<file path="config.mk">
export PLATFORM = sky130hd
export DESIGN_NAME = apb2wb_sync_bridge
export DESIGN_NICKNAME = d
export VERILOG_FILES = /design/src/rtl/apb2wb_pkg.sv /design/src/rtl/apb2wb_lane_swap.sv /design/src/rtl/apb2wb_sync_bridge.sv
export SDC_FILE = /design/constraint.sdc
export NUM_CORES = 1
export LEC_CHECK = 0
export ABC_AREA = 1
export CORE_UTILIZATION = 41
export CTS_CLUSTER_DIAMETER = 100
export DETAILED_ROUTE_END_ITERATION = 6
export PLACE_DENSITY = 0.84
export REMOVE_ABC_BUFFERS = 1
export SLEW_MARGIN = 20
export SYNTH_ARGS = -nofsm -noshare
export SYNTH_HDL_FRONTEND = slang
export SYNTH_SLANG_ARGS = --single-unit
</file>
<file path="constraint.sdc">
create_clock -name clk -period 2.11 [get_ports clk]
set_input_delay 0.633 -clock clk [delete_from_list [all_inputs] [get_ports clk]]
set_output_delay 0.633 -clock clk [all_outputs]
set_load 0.005 [all_outputs]
</file>
<file path="src/rtl/apb2wb_pkg.sv">
// ============================================================================
// Module : apb2wb_pkg
// Brief  : Shared types and constant helpers for the APB-to-Wishbone bridge.
// Rev    : 1.0  initial release
// ============================================================================
`timescale 1ns/1ps
`default_nettype none

package apb2wb_pkg;

    typedef enum logic [1:0] {
        IDLE = 2'd0,
        WB   = 2'd1,
        RESP = 2'd2
    } state_t;

    localparam int unsigned c_LANE_W = 8;

    function automatic int unsigned lanes(input int unsigned data_width);
        return data_width / c_LANE_W;
    endfunction

    // A zero timeout still needs a one-bit counter to keep the datapath legal.
    function automatic int unsigned tmo_cnt_w(input int unsigned timeout_cycles);
        return (timeout_cycles == 0) ? 1 : $clog2(timeout_cycles + 1);
    endfunction

endpackage

`default_nettype wire

</file>
<file path="src/rtl/apb2wb_lane_swap.sv">
// ============================================================================
// Module : apb2wb_lane_swap
// Brief  : Combinational lane reorder; reverses lanes when APB2WB_ENDIAN_SWAP_EN
//          is defined, otherwise a straight pass-through.
// Rev    : 1.0  initial release
// ============================================================================
`timescale 1ns/1ps
`default_nettype none

module apb2wb_lane_swap
    import apb2wb_pkg::*;
#(
    parameter int DATA_WIDTH = 32,
    parameter int LANE_W     = c_LANE_W
) (
    input  logic [DATA_WIDTH-1:0] i_data,
    output logic [DATA_WIDTH-1:0] o_data
);

    localparam int c_LANES = DATA_WIDTH / LANE_W;

    for (genvar gi = 0; gi < c_LANES; gi++) begin : g_lane
`ifdef APB2WB_ENDIAN_SWAP_EN
        assign o_data[gi*LANE_W +: LANE_W] = i_data[(c_LANES-1-gi)*LANE_W +: LANE_W];
`else
        assign o_data[gi*LANE_W +: LANE_W] = i_data[gi*LANE_W +: LANE_W];
`endif
    end

endmodule

`default_nettype wire

</file>
<file path="src/rtl/apb2wb_sync_bridge.sv">
// ============================================================================
// Module : apb2wb_sync_bridge
// Brief  : Registered APB completer issuing one Wishbone classic cycle per
//          access, with wait states, error/timeout reporting and optional
//          byte-lane swap (APB2WB_ENDIAN_SWAP_EN).
// Rev    : 1.0  initial release
// ============================================================================
`timescale 1ns/1ps
`default_nettype none

module apb2wb_sync_bridge
    import apb2wb_pkg::*;
#(
    parameter int ADDR_WIDTH     = 32,
    parameter int DATA_WIDTH     = 32,
    parameter int TIMEOUT_CYCLES = 16
) (
    input  logic                      clk,
    input  logic                      rst,
    input  logic [ADDR_WIDTH-1:0]     PADDR,
    input  logic                      PSEL,
    input  logic                      PENABLE,
    input  logic                      PWRITE,
    input  logic [DATA_WIDTH-1:0]     PWDATA,
    input  logic [DATA_WIDTH/8-1:0]   PSTRB,
    output logic                      PREADY,
    output logic [DATA_WIDTH-1:0]     PRDATA,
    output logic                      PSLVERR,
    output logic                      cyc,
    output logic                      stb,
    output logic                      we,
    output logic [ADDR_WIDTH-1:0]     addr,
    output logic [DATA_WIDTH-1:0]     data_o,
    output logic [DATA_WIDTH/8-1:0]   sel,
    input  logic [DATA_WIDTH-1:0]     data_i,
    input  logic                      ack,
    input  logic                      err
);

    localparam int c_LANES = lanes(DATA_WIDTH);
    localparam int c_CNT_W = tmo_cnt_w(TIMEOUT_CYCLES);
    localparam logic [c_CNT_W-1:0] c_TMO_LAST =
        (TIMEOUT_CYCLES == 0) ? '0 : c_CNT_W'(TIMEOUT_CYCLES - 1);

    state_t                  r_state, w_next;
    logic [c_CNT_W-1:0]      r_tmo, w_tmo;
    logic                    r_cyc, w_cyc;
    logic                    r_we, w_we;
    logic [ADDR_WIDTH-1:0]   r_addr, w_addr;
    logic [DATA_WIDTH-1:0]   r_wdata, w_wdata;
    logic [c_LANES-1:0]      r_sel, w_sel;
    logic                    r_pready, w_pready;
    logic                    r_pslverr, w_pslverr;
    logic [DATA_WIDTH-1:0]   r_prdata, w_prdata;

    logic [DATA_WIDTH-1:0]   w_wdata_sw;
    logic [DATA_WIDTH-1:0]   w_rdata_sw;
    logic [c_LANES-1:0]      w_strb_sw;
    logic                    w_start;
    logic                    w_tmo_hit;
    logic                    w_done;

    apb2wb_lane_swap #(.DATA_WIDTH(DATA_WIDTH), .LANE_W(8)) u_swap_wdata (
        .i_data (PWDATA),
        .o_data (w_wdata_sw)
    );

    apb2wb_lane_swap #(.DATA_WIDTH(c_LANES), .LANE_W(1)) u_swap_sel (
        .i_data (PSTRB),
        .o_data (w_strb_sw)
    );

    apb2wb_lane_swap #(.DATA_WIDTH(DATA_WIDTH), .LANE_W(8)) u_swap_rdata (
        .i_data (data_i),
        .o_data (w_rdata_sw)
    );

    assign w_start   = PSEL & PENABLE;
    assign w_tmo_hit = (TIMEOUT_CYCLES != 0) && (r_tmo == c_TMO_LAST);
    assign w_done    = err | ack | w_tmo_hit;

    always_ff @(posedge clk) begin
        if (rst) begin
            r_state <= IDLE;
        end else begin
            r_state <= w_next;
        end
    end

    always_comb begin
        w_next = r_state;
        case (r_state)
            IDLE:    if (w_start) w_next = WB;
            WB:      if (w_done)  w_next = RESP;
            RESP:    w_next = IDLE;
            default: w_next = IDLE;
        endcase
    end

    // Next values for every registered output; PSEL is ignored once in WB.
    always_comb begin
        w_cyc     = 1'b0;
        w_we      = r_we;
        w_addr    = r_addr;
        w_wdata   = r_wdata;
        w_sel     = r_sel;
        w_tmo     = r_tmo;
        w_pready  = 1'b0;
        w_pslverr = 1'b0;
        w_prdata  = '0;
        case (r_state)
            IDLE: begin
                if (w_start) begin
                    w_cyc   = 1'b1;
                    w_we    = PWRITE;
                    w_addr  = PADDR;
                    w_wdata = w_wdata_sw;
                    w_sel   = PWRITE ? w_strb_sw : '1;
                    w_tmo   = '0;
                end
            end
            WB: begin
                w_tmo = r_tmo + 1'b1;
                if (w_done) begin
                    w_pready  = 1'b1;
                    w_pslverr = err | ~ack;
                    w_prdata  = (!err && ack && !r_we) ? w_rdata_sw : '0;
                end else begin
                    w_cyc = 1'b1;
                end
            end
            default: ;
        endcase
    end

    always_ff @(posedge clk) begin
        if (rst) begin
            r_tmo     <= '0;
            r_cyc     <= 1'b0;
            r_we      <= 1'b0;
            r_addr    <= '0;
            r_wdata   <= '0;
            r_sel     <= '0;
            r_pready  <= 1'b0;
            r_pslverr <= 1'b0;
            r_prdata  <= '0;
        end else begin
            r_tmo     <= w_tmo;
            r_cyc     <= w_cyc;
            r_we      <= w_we;
            r_addr    <= w_addr;
            r_wdata   <= w_wdata;
            r_sel     <= w_sel;
            r_pready  <= w_pready;
            r_pslverr <= w_pslverr;
            r_prdata  <= w_prdata;
        end
    end

    assign cyc     = r_cyc;
    assign stb     = r_cyc;
    assign we      = r_we;
    assign addr    = r_addr;
    assign data_o  = r_wdata;
    assign sel     = r_sel;
    assign PREADY  = r_pready;
    assign PSLVERR = r_pslverr;
    assign PRDATA  = r_prdata;

endmodule

`default_nettype wire
</file>
Word-level counts from Yosys, hierarchy flattened:

Index checks and enable logic that the tools add are counted.
W data, S select, Z words.

* ROM bits: 0
* bits in latches: 0
* memories kept: 0
* memory bits (writable): 0
* bits in registers: 111
* output and inout port bits: 105

* bitwise gates (word level): 8
* equality and inequality tests: 4
* add/sub/neg operators: 1
* multipliers: 0
* divide/modulo/power cells: 0
* shifts and indexed selects: 0
* reduce and logical (&&, ||, !) cells: 12
* order comparisons: 0
* muxes and demuxes: 10

Operator list (count)
* $pmux W5 S2: 1
* $reduce_and A2 Y1: 3
* $add A5 B1 Y5 const B: 1
* $eq A5 B4 Y1 const B: 1
* $mux W5: 1
* $mux W2: 2
* $mux W4: 1
* $ne A2 B2 Y1 const B: 2
* $not A1 Y1: 4
* $pmux W2 S2: 1
* $reduce_or A4 Y1: 1
* $mux W1: 3
* $or A1 B1 Y1: 3
* $reduce_or A3 Y1: 1
* $eq A2 B1 Y1 const B: 1
* $logic_and A1 B1 Y1: 2
* $logic_not A1 Y1: 2
* $logic_not A2 Y1: 1
* $pmux W1 S2: 1
* $reduce_bool A2 Y1: 1
* $reduce_or A2 Y1: 1
* $and A1 B1 Y1: 1

Logic depth before layout (Yosys ltp):

Gate-level depths: netlist (run 1).

* word-level depth: 5
* depth in mapped cells: 8

Modules after synthesis:

A second synthesis (run 1) with hierarchy kept.

* cells, all modules: 532
* area total of the unflattened synthesis: 4247.8 um2

By module, submodules not included
* apb2wb_sync_bridge: sequential area each 2222.1 um2, cells an instance 464, area each 3737.3 um2, times used 1
* apb2wb_lane_swap at u_swap_rdata ...: sequential area each 0.0 um2, cells an instance 32, area each 240.2 um2, times used 2
* apb2wb_lane_swap at u_swap_sel: sequential area each 0.0 um2, cells an instance 4, area each 30.0 um2, times used 1

Least setup slack after synthesis (run 1):

OpenSTA, ideal clock, no wires.

* path type: input port to flip-flop
* start point: input port PSEL
* end point: register r_addr[11], in the netlist addr[11]
* stages: 7
* data required time: 1.997 ns
* path slack: 0.741 ns
* arrival: 1.256 ns
* cells stage by stage: nand2_1 > inv_1 > nand2_2 > buf_4 > buf_4 > o21ai_1 > nor2_1

* cells in the longest elaborated chain, start to end: 2

Ends and longest elaborated chain
* from (decl): line apb2wb_sync_bridge.sv:21 `input logic PSEL,`
* $and A1 B1 Y1: line apb2wb_sync_bridge.sv:78 `assign w_start = PSEL & PENABLE;`
* $reduce_and A2 Y1 (no line)
* to (signal assigned): line apb2wb_sync_bridge.sv:151 `r_addr <= w_addr;`
* to (decl): line apb2wb_sync_bridge.sv:49 `logic [ADDR_WIDTH-1:0] r_addr, w_addr;`

No other way between the ends.
A chain may end at the register's enable or synchronous reset.

Worst setup path after layout (run 1):

* start point: register r_wdata[25], in the netlist data_o[25]
* end point: output port data_o[25]

RTL lines
* from (decl): line apb2wb_sync_bridge.sv:50 `logic [DATA_WIDTH-1:0] r_wdata, w_wdata;`
* from (signal assigned): line apb2wb_sync_bridge.sv:152 `r_wdata <= w_wdata;`
* to (decl): line apb2wb_sync_bridge.sv:33 `output logic [DATA_WIDTH-1:0] data_o,`

No word-level cell between the ends.

==> impl_metrics.env, run 1 <==
export IMPL_placed_area_sq_um=5910
export IMPL_status="complete, no violations"
export IMPL_gp_congestion=0.776
export IMPL_netlist_top_cells_count="nor2_1, dfxtp_1, o21ai_1"
export IMPL_post_place_cells=764
export IMPL_min_path_type="flop to flop"
export IMPL_use_met2=0.373
export IMPL_slew_violations=0
export IMPL_drt_iter0_drc=96
export IMPL_avgSynthCellArea_sq_um=8.05
export IMPL_met3_usage=0.0978
export IMPL_rsz0062_at_grt="no"
export IMPL_yosys_warnings=0
export IMPL_critical_path_top_delay_family="buffers and inverters"
export IMPL_cp_data_required_time_ns=1.48
export IMPL_synth_cell_types=21
export IMPL_seqPwrFrac=0.536
export IMPL_period_minus_slack_ns=1.88
export IMPL_busiest_layer="met2"
export IMPL_path_buf_inv=1
export IMPL_insertion_delay_ns=0.36
export IMPL_holdBufCountCts=0
export IMPL_via_per_inst=4.72
export IMPL_cts_root_buf="clkbuf_8"
export IMPL_ios=212
export IMPL_gr_usage_met1=0.225
export IMPL_ir_drop_mv=0.443
export IMPL_ctsResizeCount=0
export IMPL_synth_top_area_frac=0.595
export IMPL_vias=3681
export IMPL_whs_ns=0.489
export IMPL_worstPathArrival_ns=1.24
export IMPL_p_int_mw=3.21
export IMPL_skew_ns=0.0118
export IMPL_max_stage_delay_ns=0.53
export IMPL_htree_levels=3
export IMPL_register_area_sq_um=2220
export IMPL_hold_viol_final=0
export IMPL_drc=0
export IMPL_fin_cells=780
export IMPL_slew_headroom=0.733
export IMPL_drive_gt1_frac=0.0387
export IMPL_ys_seq_area_frac=0.595
export IMPL_nets=776
export IMPL_stdcell_area_sq_um=6110
export IMPL_nFillCells=672
export IMPL_core_area_sq_um=8760
export IMPL_critPathSlowestCell="clkdlybuf4s50_1"
export IMPL_multi_input_area_sq_um=1190
export IMPL_netlist_instances=464
export IMPL_cts_buffers_inserted=9
export IMPL_initial_core_util=0.426
export IMPL_path_max_fanout=2
export IMPL_power_frac_comb=0.162
export IMPL_die_w_um=97.4
export IMPL_worstMarginPinSlew_ns=0.401
export IMPL_synth_main_ff_cell="dfxtp_1"
export IMPL_p_leak_nw=2.51
export IMPL_synthesis_area_sq_um=3730
export IMPL_crit_type="flop to output port"
export IMPL_netSwitchingPower_mw=0.987
export IMPL_async_flop_share=0
export IMPL_yosys_area_top_type="dfxtp_1"
export IMPL_cts_sinks=111
export IMPL_rows=34
export IMPL_wire_per_inst_um=13.2
export IMPL_clockBufferDepth=2
export IMPL_grt_total_usage=0.216
export IMPL_dpl_hpwl_um=7580
export IMPL_die_h_um=97.4
export IMPL_post_cts_buffers=0
export IMPL_cts_tree="built"
export IMPL_path_clk_slew_ns=0.10
export IMPL_synth_seq_cells=111
export IMPL_startpoint_type="flop"
export IMPL_worst_slack_ns=0.234
export IMPL_ys_top_cells_by_area="dfxtp_1, nor2_1, o21ai_1"
export IMPL_first_pass_iters=5
export IMPL_port_buffers=211
export IMPL_wl_um=10300
export IMPL_synth_edf_count=0
export IMPL_place_ws_ns=0.114
export IMPL_final_util=0.698
export IMPL_p_per_area_nw_per_um2=686
export IMPL_crit_chain="clkdlybuf4s50_1"
export IMPL_grt_pass1_wl_um=16300
export IMPL_drtAntennaViolNets=0
export IMPL_fmax_mhz=533
export IMPL_setup_violations=0
export IMPL_area_growth_syn_to_layout_pct=63.7
export IMPL_grt_overflow_total=0
export IMPL_grt_pass1_vias=3551
export IMPL_antenna_found_initial=0
export IMPL_diodes=0
export IMPL_switching_share=0.235
export IMPL_grt_max_degree=61
export IMPL_yosysMostFrequentCell="nor2_1"
export IMPL_p_clk_frac=0.302
export IMPL_die_area_sq_um=9490
export IMPL_setup_tns_ns=0
export IMPL_critPathCaptureType="output port"
export IMPL_fin_total_pwr_mw=4.20
export IMPL_fin_crit_sh=0.889
export IMPL_drv_cap=0
[layout by cell type (no fill, tap or decap)]
| cell type | n |
|---|---|
| o21a_1 | 1 |
| nor2_4 | 1 |
| a21oi_1 | 6 |
| bufinv_16 | 1 |
| clkbuf_8 | 10 |
| nor2_1 | 171 |
| inv_1 | 44 |
| clkinvlp_4 | 2 |
| dfxtp_1 | 111 |
| ha_1 | 2 |
| clkdlybuf4s50_1 | 211 |
| nand4_1 | 1 |
| nor2_2 | 1 |
| clkbuf_1 | 2 |
| o22ai_1 | 1 |
| nor3_1 | 2 |
| buf_4 | 5 |
| nand2_1 | 21 |
| nand3_1 | 7 |
| inv_2 | 2 |
| nand2_2 | 1 |
| buf_12 | 2 |
| o21ai_1 | 56 |
| o21ai_0 | 10 |
| inv_6 | 1 |
[flip-flops by register name, indices dropped and copies added (netlist names)]
register  count
addr         32
PRDATA       32
PREADY        1
cyc           1
sel           4
r_state       2
PSLVERR       1
data_o       32
we            1
r_tmo         5
[final cells by class]
| cell class | instances | share of cell area |
|---|---|---|
| flip-flops and latches | 111 | 0.363 |
| repair buffers | 218 | 0.358 |
| multi-input cells | 281 | 0.195 |
| inverters | 46 | 0.0282 |
| clock buffers | 12 | 0.0237 |
| well taps | 108 | 0.0221 |
| clock inverters | 4 | 0.00880 |
[metal layers]
layer,wire [um],vias up
met2,4990,182
li1,-,1829
met1,3850,1652
met4,243,0
met3,1230,18
met5,0,-
[power by group through the flow]
| stage | Combinational [mW] | Clock [mW] | Sequential (mW) |
|---|---|---|---|
| 2_1_floorplan | 0.203 | 0 | 2.30 |
| 3_3_place_gp | 0.667 | 0 | 2.29 |
| 3_5_place_dp | 0.681 | 0 | 2.30 |
| 4_1_cts | 0.685 | 1.32 | 2.25 |
| 5_1_grt | 0.741 | 1.39 | 2.26 |
| 6_report | 0.679 | 1.27 | 2.25 |
[worst reg2reg max path: cells and delay by family, from the launching register on]
family	cells	cell delay (ns)
DFF	1	0.36
adders and majority gates	2	0.40
and+or+nand+nor	4	0.56
AOI/OAI and AO/OA	1	0.14
[worst paths after layout]
check	endpoint	from	slack, ns	cells after the start
setup / recovery	data_o[25]	data_o[25]	0.23	1
hold reg to reg	addr[11]	addr[11]	0.49	2
setup reg to reg	cyc	r_tmo[0]	0.59	7
hold / removal	addr[11]	addr[11]	0.49	2
[cell families after synthesis]
kind of cell | synth area share
AOI/OAI and AO/OA | 0.100
adders and majority gates | 0.00670
and+or+nand+nor | 0.213
DFF | 0.595
buffers and inverters | 0.0848
Power figures use the tool's default switching activity.
==> run 2, diff against run 1 <==
--- a/config.mk
+++ b/config.mk
@@ -6,11 +6,15 @@
 export NUM_CORES = 1
 export LEC_CHECK = 0
 export ABC_AREA = 1
-export CORE_UTILIZATION = 41
+export CELL_PAD_IN_SITES_DETAIL_PLACEMENT = 0
+export CELL_PAD_IN_SITES_GLOBAL_PLACEMENT = 2
+export CORE_ASPECT_RATIO = 1.5
+export CORE_UTILIZATION = 21
 export CTS_CLUSTER_DIAMETER = 100
 export DETAILED_ROUTE_END_ITERATION = 6
-export PLACE_DENSITY = 0.84
+export PLACE_DENSITY = 0.82
 export REMOVE_ABC_BUFFERS = 1
+export SETUP_SLACK_MARGIN = 0.4
 export SLEW_MARGIN = 20
 export SYNTH_ARGS = -nofsm -noshare
 export SYNTH_HDL_FRONTEND = slang
==> run 2 against run 1 <==
Clock power up 24%; global-route usage down 9.2 points; count of clock-buffer cells in the layout down 3; power up 6.2%; wire length up 7.5%.
==> impl_metrics.env, run 2 (synthesized netlist as in run 1, its figures left out) <==
export IMPL_status="complete, no violations"
export IMPL_die_area_sq_um=18300
export IMPL_fmax_mhz=625
export IMPL_setup_violations=0
export IMPL_drv_cap=0
export IMPL_worstMarginPinSlew_ns=0.330
export IMPL_insertion_delay_ns=0.35
export IMPL_antenna_found_initial=0
export IMPL_drtAntennaViolNets=0
export IMPL_crit_type="input pin to flop"
export IMPL_path_clk_slew_ns=0.07
export IMPL_period_minus_slack_ns=1.60
export IMPL_nets=777
export IMPL_core_area_sq_um=17300
export IMPL_rows=59
export IMPL_die_w_um=111
export IMPL_htree_levels=3
export IMPL_dpl_hpwl_um=8180
export IMPL_fin_total_pwr_mw=4.45
export IMPL_p_per_area_nw_per_um2=712
export IMPL_skew_ns=0.00730
export IMPL_multi_input_area_sq_um=1200
export IMPL_ios=212
export IMPL_path_max_fanout=64
export IMPL_crit_chain="clkdlybuf4s50_1, nand2_1, inv_1, nand2_2, inv_2, buf_12, nor2_1, nor2_1"
export IMPL_p_leak_nw=3.02
export IMPL_grt_pass1_vias=3580
export IMPL_wire_per_inst_um=12.5
export IMPL_drive_gt1_frac=0.0804
export IMPL_slew_headroom=0.780
export IMPL_crit_top_cell="nor2_1"
export IMPL_final_cell_mix="nor2_1, clkdlybuf4s50_1, dlygate4sd2_1"
export IMPL_critPathCaptureType="flop"
export IMPL_diodes=0
export IMPL_port_buffers=211
export IMPL_grt_pass1_wl_um=17700
export IMPL_first_pass_iters=4
export IMPL_cts_buffers_inserted=9
export IMPL_cp_data_required_time_ns=2.40
export IMPL_critPathSlowestCell="clkdlybuf4s50_1"
export IMPL_min_path_type="flop to flop"
export IMPL_clockBufferDepth=2
export IMPL_drt_iter0_drc=166
export IMPL_startpoint_type="input pin"
export IMPL_max_stage_delay_ns=0.45
export IMPL_fin_crit_sh=0.758
export IMPL_hold_viol_final=0
export IMPL_cts_tree="built"
export IMPL_grt_overflow_total=0
export IMPL_grt_total_usage=0.123
export IMPL_final_common_cell="nor2_1"
export IMPL_hp_start="addr[11]"
export IMPL_area_growth_syn_to_layout_pct=67.4
export IMPL_gp_congestion=0.682
export IMPL_wl_um=11100
export IMPL_cp_startpoint="PSEL"
export IMPL_rsz0062_at_grt="no"
export IMPL_worstPathArrival_ns=1.89
export IMPL_die_h_um=165
export IMPL_grt_max_degree=65
export IMPL_initial_core_util=0.215
export IMPL_vias=3617
export IMPL_cts_root_buf="clkbuf_16"
export IMPL_register_area_sq_um=2250
export IMPL_holdBufCountCts=0
export IMPL_r2r_start="r_tmo[0]"
export IMPL_drc=0
export IMPL_ir_drop_mv=0.310
export IMPL_via_per_inst=4.09
export IMPL_nFillCells=1812
export IMPL_cts_sinks=111
export IMPL_whs_ns=0.471
export IMPL_slew_violations=0
-- run 2: cell count changes in the layout (fill, tap and decap cells not counted), moves of 2 or more --
cell	before	now
clkdlybuf4s50_1	211	106
dlygate4sd2_1	0	104
dfxtp_1	111	86
dfxtp_2	0	25
clkbuf_8	10	0
clkbuf_16	0	9
clkinv_4	0	3
clkbuf_1	2	0
-- run 2: final cells by class --
class                      instances  area share
sequential                       111       0.360
timing repair buffer             219       0.334
multi-input combinational        281       0.192
tap                              213      0.0426
clock buffer                       9      0.0360
inverter                          46      0.0276
clock inverter                     6     0.00761
-- run 2: worst max-delay path, delay by kind of cell --
kind,cells,cell delay (ns)
buffers and inverters,4,0.86
and+or+nand+nor,4,0.33
-- run 2: final timing paths --
path	to	slack [ns]	cells past startpoint
max	addr[29]	0.51	8
min	addr[11]	0.47	2
max reg2reg	cyc	0.61	7
min reg2reg	addr[11]	0.47	2
-- run 2: what timing repair did --
action,in CTS,in global routing
pin swaps,0,0
buffers inserted,1,0
gates resized for setup,129,3
setup endpoints to repair,105,15
-- run 2: power breakdown --
part / switching [mW] / total, mW / internal, mW / leakage, nW
clock network: 0.780 / 1.58 / 0.803 / 0.132
logic: 0.256 / 0.618 / 0.362 / 1.97
registers: 0.0506 / 2.25 / 2.20 / 0.917
-- run 2: stage by stage --
step | util | setup slack [ns] | setup TNS [ns] | cells | instance area [sq um]
floorplan | - | -0.214 | -15.17 | 438 | 3590
global placement | 0.349 | 0.100 | 0 | 869 | 6060
detailed placement | 0.349 | 0.119 | 0 | 869 | 6060
CTS | 0.360 | 0.245 | 0 | 885 | 6240
global route | 0.360 | 0.422 | 0 | 885 | 6250
finish | 0.360 | 0.510 | 0 | 885 | 6250
-- run 2: routing by layer --
metal,vias to the layer above,share of wire,global-route usage
li1,1831,-,-
met1,1648,0.39,0.130
met2,126,0.52,0.220
met3,12,0.074,0.0471
met4,0,0.017,0.0521
met5,-,0,0
